### config.mk
export PLATFORM = sky130hd
export DESIGN_NAME = noc_packet_sink
export DESIGN_NICKNAME = d
export VERILOG_FILES = /design/src/rtl/noc_packet_sink.sv
export SDC_FILE = /design/constraint.sdc
export NUM_CORES = 1
export LEC_CHECK = 0
export CORE_MARGIN = 5
export CORE_UTILIZATION = 50
export CTS_CLUSTER_DIAMETER = 30
export DETAILED_ROUTE_END_ITERATION = 10
export PLACE_DENSITY = 0.76
export RECOVER_POWER = 100
export SLEW_MARGIN = 40
export SYNTH_ARGS = -nofsm -noshare
export SYNTH_HDL_FRONTEND = slang
export SYNTH_SLANG_ARGS = --single-unit
export TNS_END_PERCENT = 10
### constraint.sdc
create_clock -name noc_clk -period 2.7 [get_ports noc_clk]
set_input_delay 0.54 -clock noc_clk [delete_from_list [all_inputs] [get_ports noc_clk]]
set_output_delay 0.54 -clock noc_clk [all_outputs]
set_load 0.03 [all_outputs]
### src/rtl/noc_packet_sink.sv
// noc_packet_sink: mesh local-port receive endpoint with header check, body FIFO and stats (optional NOC_SINK_SEQ_CHECK_EN)
module noc_packet_sink #(
  parameter int DATA_WIDTH = 32,
  parameter int COORD_W = 2,
  parameter int X_ID = 0,
  parameter int Y_ID = 0,
  parameter int FIFO_DEPTH = 4
) (
  input  logic                  noc_clk,
  input  logic                  noc_rst,
  input  logic                  receive_valid,
  output logic                  receive_ready,
  input  logic [DATA_WIDTH-1:0] receive_flit,
  input  logic                  receive_is_header,
  input  logic                  receive_is_tail,
  output logic                  out_valid,
  input  logic                  out_ready,
  output logic [DATA_WIDTH-1:0] out_flit,
  output logic                  out_last,
  output logic [COORD_W-1:0]    pkt_src_x,
  output logic [COORD_W-1:0]    pkt_src_y,
  output logic                  pkt_done,
`ifdef NOC_SINK_SEQ_CHECK_EN
  output logic [7:0]            err_seq,
`endif
  output logic [7:0]            receive_num,
  output logic [7:0]            err_misroute,
  output logic [7:0]            err_proto,
  output logic [7:0]            err_len
);
  localparam int C = COORD_W;
  localparam int AW = $clog2(FIFO_DEPTH);
  typedef enum logic [1:0] {IDLE, BODY, DROP} state_t;
  state_t state, nxt;
  logic [7:0] len_r, cnt;
  logic [AW:0] wr_ptr, rd_ptr;
  logic [DATA_WIDTH:0] mem [FIFO_DEPTH];
  logic full, acc, push, pop, dest_ok, hdr, hdr_ok, tail_body, done;
  logic inc_proto, inc_mis, inc_len;
  logic [7:0] hdr_len;
  function automatic logic [7:0] sat(input logic [7:0] v, input logic en);
    return (en && v != 8'hff) ? v + 8'd1 : v;
  endfunction
  assign full = (wr_ptr[AW] != rd_ptr[AW]) && (wr_ptr[AW-1:0] == rd_ptr[AW-1:0]);
  assign receive_ready = (state == BODY) ? !full : 1'b1;
  assign out_valid = wr_ptr != rd_ptr;
  assign out_flit = mem[rd_ptr[AW-1:0]][DATA_WIDTH-1:0];
  assign out_last = mem[rd_ptr[AW-1:0]][DATA_WIDTH];
  assign pop = out_valid && out_ready;
  assign hdr_len = receive_flit[15:8];
  // decode the accepted flit into event strobes and the next FSM state
  always_comb begin
    acc = receive_valid && receive_ready;
    dest_ok = receive_flit[C-1:0] == X_ID[C-1:0] && receive_flit[2*C-1:C] == Y_ID[C-1:0];
    hdr = acc && receive_is_header;
    hdr_ok = hdr && dest_ok;
    push = acc && !receive_is_header && state == BODY;
    tail_body = push && receive_is_tail;
    done = (hdr_ok && receive_is_tail) || tail_body;
    inc_proto = acc && (receive_is_header ? state != IDLE : state == IDLE);
    inc_mis = hdr && !dest_ok;
    inc_len = (hdr_ok && receive_is_tail && hdr_len != 8'd0) || (tail_body && cnt + 8'd1 != len_r);
    nxt = !acc ? state : receive_is_tail ? IDLE : !receive_is_header ? state : dest_ok ? BODY : DROP;
  end
  // packet FSM, latched header fields, done pulse and statistics
  always_ff @(posedge noc_clk) begin
    if (noc_rst) begin
      state <= IDLE;
      len_r <= '0;
      cnt <= '0;
      pkt_src_x <= '0;
      pkt_src_y <= '0;
      pkt_done <= 1'b0;
      receive_num <= '0;
      err_misroute <= '0;
      err_proto <= '0;
      err_len <= '0;
    end else begin
      state <= nxt;
      pkt_done <= done;
      receive_num <= receive_num + {7'd0, done};
      err_misroute <= sat(err_misroute, inc_mis);
      err_proto <= sat(err_proto, inc_proto);
      err_len <= sat(err_len, inc_len);
      if (hdr_ok) begin
        pkt_src_x <= receive_flit[3*C-1:2*C];
        pkt_src_y <= receive_flit[4*C-1:3*C];
        len_r <= hdr_len;
        cnt <= '0;
      end else if (push) cnt <= cnt + 8'd1;
    end
  end
  // body-flit FIFO; the extra pointer bit separates full from empty
  always_ff @(posedge noc_clk) begin
    if (noc_rst) begin
      wr_ptr <= '0;
      rd_ptr <= '0;
      for (int i = 0; i < FIFO_DEPTH; i++) mem[i] <= '0;
    end else begin
      if (push) begin
        mem[wr_ptr[AW-1:0]] <= {receive_is_tail, receive_flit};
        wr_ptr <= wr_ptr + 1'b1;
      end
      if (pop) rd_ptr <= rd_ptr + 1'b1;
    end
  end
`ifdef NOC_SINK_SEQ_CHECK_EN
  logic [7:0] seq_tab [2**(2*C)];
  logic [2*C-1:0] seq_idx;
  logic [7:0] seq_in;
  assign seq_idx = receive_flit[4*C-1:2*C];
  assign seq_in = receive_flit[23:16];
  // per-source expected sequence numbers, checked on every accepted header
  always_ff @(posedge noc_clk) begin
    if (noc_rst) begin
      err_seq <= '0;
      for (int i = 0; i < 2**(2*C); i++) seq_tab[i] <= '0;
    end else if (hdr_ok) begin
      err_seq <= sat(err_seq, seq_in != seq_tab[seq_idx]);
      seq_tab[seq_idx] <= seq_in + 8'd1;
    end
  end
`endif
endmodule
==> results of run 1 <==
-- flip-flops by register name (all words and copies together) (netlist names), named ones only --
name and count:
cnt 8, err_len 8, err_misroute 8, err_proto 8, len_r 8, mem 132, pkt_done 1, pkt_src_x 2
pkt_src_y 2, rd_ptr 3, receive_num 8, state 2, wr_ptr 3
-- metrics by stage --
| step | area [um^2] | setup slack, ps | hold slack (ps) |
|---|---|---|---|
| 5_1_grt | 10700 | 17.9 | 530 |
| 4_1_cts | 10800 | 5.02 | 501 |
| 2_1_floorplan | 8670 | 87.0 | 463 |
| 3_3_place_gp | 10300 | -149 | 476 |
| 6_report | 10700 | 129 | 498 |
| 3_5_place_dp | 10300 | -251 | 487 |
-- power groups by stage --
stage	Combinational (W)	Sequential, W	Clock, W
after global placement	0.000343	0.00333	0
after floorplan	0.000151	0.00334	0
after detailed placement	0.000349	0.00334	0
after CTS	0.000339	0.00328	0.00255
after global routing	0.000343	0.00328	0.00270
final	0.000321	0.00327	0.00252
-- cells in the mapped netlist, types with 4 or more instances --
cell type and n:
nand2b_1 5, clkbuf_1 24, nand3_1 15, a21oi_1 18, mux4_2 33, xor2_1 22, mux2_1 4, nor2b_1 9
nor2_1 54, ha_1 8, mux2i_1 8, nor4_1 4, nor3_1 4, o21ai_0 11, nand4_1 7, and3_1 10
buf_1 5, xnor2_1 19, or3_1 4, and2_1 130, edfxtp_1 132, or2_2 4, nand2_1 30, dfxtp_1 63
-- critical path, cell delays in order, from the launching register on --
cell,delay [ps]
dfxtp_2,350
clkbuf_2,300
mux4_2,570
dlygate4sd2_1,380
-- area by class of cell --
| class | instances | area, um^2 |
|---|---|---|
| repair buffers | 144 | 1290 |
| well taps | 225 | 282 |
| inverters | 3 | 11.3 |
| multi-input cells | 429 | 3300 |
| clock buffers | 21 | 503 |
| fillers | 1334 | 6460 |
| flip-flops and latches | 195 | 5230 |
| clock inverters | 11 | 101 |
-- kinds of logic after synthesis --
family / share of synthesized area, %
adders and majority gates: 1.15
AOI/OAI and AO/OA: 3.53
xor gates and xnor gates: 4.14
DFF: 60.3
and+or+nand+nor: 19.2
buffers and inverters: 1.67
muxes: 10.0
-- routing by layer --
metal	global-route usage [%]	share of wire, %	vias to the layer above
met1	24.8	40	2741
met3	5.19	7.3	16
li1	-	-	2630
met2	33.8	51	190
met5	0	0	-
met4	6.41	1.5	0
-- what timing repair did --
action                     4_1_cts  5_1_grt
cloned                           0        0
setup endpoints to repair       30        6
resized for setup               30        4
-- worst min-delay path by stage --
stage	startpoint	end	slack (ps)	cells past startpoint
floorplan	cnt[1]	cnt[1]	460	2
global placement	cnt[1]	cnt[1]	480	2
detailed placement	pkt_src_y[1]	pkt_src_y[1]	490	2
CTS	len_r[4]	len_r[4]	500	2
global route	len_r[4]	len_r[4]	530	2
finish	pkt_src_y[1]	pkt_src_y[1]	500	2
==> impl_metrics.toml, run 1 <==
[die]
coreArea_mm2 = 0.0172
die-area_mm2 = 0.0201
die_w_um = 142
rows = 48
fp.dieH_um = 142
num_io_pins = 110
initial_utilization_pct = 50.5

[route]
routed-via-count = 5577
viasPerCell = 5.43
final_antenna_net_count = 0
wl_per_cell_um = 18.7
dr.pass1.iters = 4
drcViolationCount = 0
drt_iter0_markers = 378
wirelength_um = 19200

[critical_path]
crit_required_ps = 2160
rrSetupSlack_ps = 150
r2r_end = "mem[3][29]"
end_kind = "output port"
setup.worst_path.class = "reg2out"
reg2reg_depth = 7
worstPathArrival_ps = 2030
crit_end = "out_flit[19]"
crit_path_start_kind = "flop"
timing.rr.start = "rd_ptr[1]"
worstPathMaxFanout = 8

[yosys]
syn_inst = 661
synth.distinct_cells = 51
yosysSeqAreaShare_pct = 60.3
synth_top_area_cell = "edfxtp_1"
synthArstFlopShare_pct = 0
synth_edf_count = 132
synth_area_leaders = "edfxtp_1 46%, dfxtp_1 15%, and2_1 9.4%"
avgSynthCellArea_um2 = 13.1
syn-cell-area_mm2 = 0.00867
synthDominantCellAreaShare_pct = 45.7
synth_fp_nets = 707
ys_ff_latch = 195
ys_warn_count = 0
ys.flop_type = "edfxtp_1"

[layout]
layout_commonest_cell = "edfxtp_1"
diodes = 0
final_cell_mix = "132 x edfxtp_1, 79 x and2_1, 61 x dfxtp_1"
post_layout_nonfiller_instances = 1028
utilization_pct = 62.4
drive_gt1_share_pct = 13.7
fin_nets = 836
area_growth_pct = 23.5

[sta]
maxSlewViolCount = 0
max_freq_mhz = 389
setup_tns_ps = 0
slew_headroom_pct = 57.8
rsz0062_at_grt = "false"
hold_viol = 0
tightestPinTransition_ps = 633
setup_viol = 0
final.period_utilization_pct = 95.2
period_needed_ps = 2570
fin_skew_ps = 9.82

[clock_network]
ctsHoldBuffers = 0
root_buffer = "clkbuf_16"
cts_buffers = 17
cts_tree = "done"
cts_htree_levels = 4
clk_pin_slew_ps = 70
clockBufferDepth = 2
clk_latency_ps = 430
post_cts_buffers = 0
clock_sinks = 195

[global_routing]
grt_pass1_wl_um = 30800
antenna_found_initial = 0
grt_use_total_pct = 19.8
first_global_vias = 5968
grt_max_degree = 44
overflow = 0

[placement]
io_buffer_count = 109
gp_congestion = 0.804
dpl.hpwl_um = 12600
numPlacedInstances = 996

[power]
p_seq_share_pct = 53.6
power_w = 0.00611
pwr_density_cell_mw_per_mm2 = 571
p_sw_share_pct = 21.7
p_sw_w = 0.00133
combPwrFrac_pct = 5.2
ir_worst_vdd_v = 0.000516
p_leak_nw = 4.07
clkPwrFrac_pct = 41.2
p_int_w = 0.00479

[hold_path]
hp-class = "reg2reg"

[run]
drv_cap = 0

[status]
outcome = "finished, final reports clean"
No activity file was read; power rests on OpenSTA's default activity.
==> run 2: changes to the inputs <==
==> constraint.sdc (replaced) <==
create_clock -name noc_clk -period 2.7 [get_ports noc_clk]
set_input_delay 0.27 -clock noc_clk [delete_from_list [all_inputs] [get_ports noc_clk]]
set_output_delay 0.27 -clock noc_clk [all_outputs]
set_load 0.03 [all_outputs]
==> run 2 against run 1 <==
Critical path depth unchanged. Via count increased by 0.16%. Register-to-register slack improved by 80 ps. First-iteration DRC count decreased by 12%. Sequential share of layout area decreased by 0.16 points. Clock skew decreased by 0.96 ps. Sequential power about the same. Final cell count decreased by 0.29%. Largest power group unchanged.
==> impl_metrics.toml, run 2 (synthesis results as in run 1) <==
[status]
outcome = "finished, final reports clean"

[power]
clkPwrFrac_pct = 40.8
p_seq_share_pct = 53.8
pwr_density_cell_mw_per_mm2 = 566
ir_worst_vdd_v = 0.000484
power_w = 0.00609
p_int_w = 0.00475
p_sw_w = 0.00134
p_sw_share_pct = 21.9
combPwrFrac_pct = 5.4
p_leak_nw = 3.98

[sta]
maxSlewViolCount = 0
setup_tns_ps = 0
rsz0062_at_grt = "false"
slew_headroom_pct = 47.5
final.period_utilization_pct = 95.5
max_freq_mhz = 388
period_needed_ps = 2580
setup_viol = 0
hold_viol = 0
tightestPinTransition_ps = 788
fin_skew_ps = 8.86

[die]
coreArea_mm2 = 0.0172
fp.dieH_um = 142
num_io_pins = 110
initial_utilization_pct = 50.5
die-area_mm2 = 0.0201
rows = 48
die_w_um = 142

[critical_path]
crit_required_ps = 2430
worstPathMaxFanout = 33
setup.worst_path.class = "reg2out"
end_kind = "output port"
crit_path_start_kind = "flop"
worstPathArrival_ps = 2310

[route]
dr.pass1.iters = 5
final_antenna_net_count = 0
viasPerCell = 5.45
drt_iter0_markers = 332
wl_per_cell_um = 18.7
wirelength_um = 19200
routed-via-count = 5586
drcViolationCount = 0

[clock_network]
clk_latency_ps = 430
cts_htree_levels = 4
cts_tree = "done"
clockBufferDepth = 2
cts_buffers = 17
root_buffer = "clkbuf_16"
clk_pin_slew_ps = 70
clock_sinks = 195

[placement]
dpl.hpwl_um = 12900
gp_congestion = 0.787
io_buffer_count = 109

[global_routing]
overflow = 0
grt_use_total_pct = 20.1
antenna_found_initial = 0
grt_max_degree = 62
grt_pass1_wl_um = 31200
first_global_vias = 5917

[hold_path]
hp-class = "reg2reg"

[layout]
final_cell_mix = "132 x edfxtp_1, 71 x and2_1, 61 x dfxtp_1"
top_register = "mem"
utilization_pct = 62.6
diodes = 0
drive_gt1_share_pct = 13.9
area_growth_pct = 24.0
fin_nets = 833
largest_reg_flops = 132
layout_commonest_cell = "edfxtp_1"

[run]
drv_cap = 0
[run 2: cell types whose count changed in the layout (fill, tap and decap cells not counted), moves of 3 or more]
cell / change
clkdlybuf4s50_1: +16
and2_1: -8
clkbuf_1: -5
clkbuf_4: -3
clkbuf_2: +5
and2_0: +8
dlygate4sd3_1: +18
inv_4: +3
dlygate4sd2_1: -30
clkinv_4: -3
[run 2: critical path, cell delays in order (launching register included)]
cell and delay (ps):
dfxtp_2 340, buf_12 270, mux4_2 550, dlygate4sd3_1 700
[run 2: path summary, 6_finish.rpt]
path         cells after the start  slack, ps      from           end
max                              3        120      flop  out_flit[15]
min                              2        500  len_r[4]      len_r[4]
max reg2reg                     10        230    cnt[0]    err_len[4]
min reg2reg                      2        500  len_r[4]      len_r[4]
[run 2: repair_timing]
action / 4_1_cts / 5_1_grt
gates resized for setup: 0 / 2
hold buffers: 0 / 0
setup endpoints to repair: 0 / 3
buffers inserted: 0 / 0
[run 2: metrics by stage]
stage                     setup WS, ps  area [um^2]  hold slack [ps]  std cells
after floorplan                   87.0         8670              406        661
after global placement             102        10200              476        993
after detailed placement         -6.66        10200              486        993
after CTS                         92.8        10800              481       1025
after global routing              17.9        10700              489       1025
final                              121        10700              496       1025
[run 2: power by group through the flow]
stage | clock network, W | logic, W | registers [W]
final | 0.00248 | 0.000329 | 0.00327
after detailed placement | 0 | 0.000344 | 0.00334
after global placement | 0 | 0.000336 | 0.00333
after global routing | 0.00267 | 0.000351 | 0.00328
after floorplan | 0 | 0.000151 | 0.00334
after CTS | 0.00251 | 0.000345 | 0.00328
[run 2: cell type report]
cell class              count  area [um^2]
well taps                 225          282
clock inverters            11         81.3
clock buffers              21          504
flip-flops and latches    195         5230
multi-input cells         429         3310
fillers                  1347         6430
repair buffers            141         1330
inverters                   3         11.3
[run 2: routing by layer]
metal	track usage [%]	share of wire (%)	routed length, um
met5	0	0	0
met2	33.3	51	9730
met1	25.8	41	7950
met4	7.42	1.9	368
met3	4.62	6.1	1160
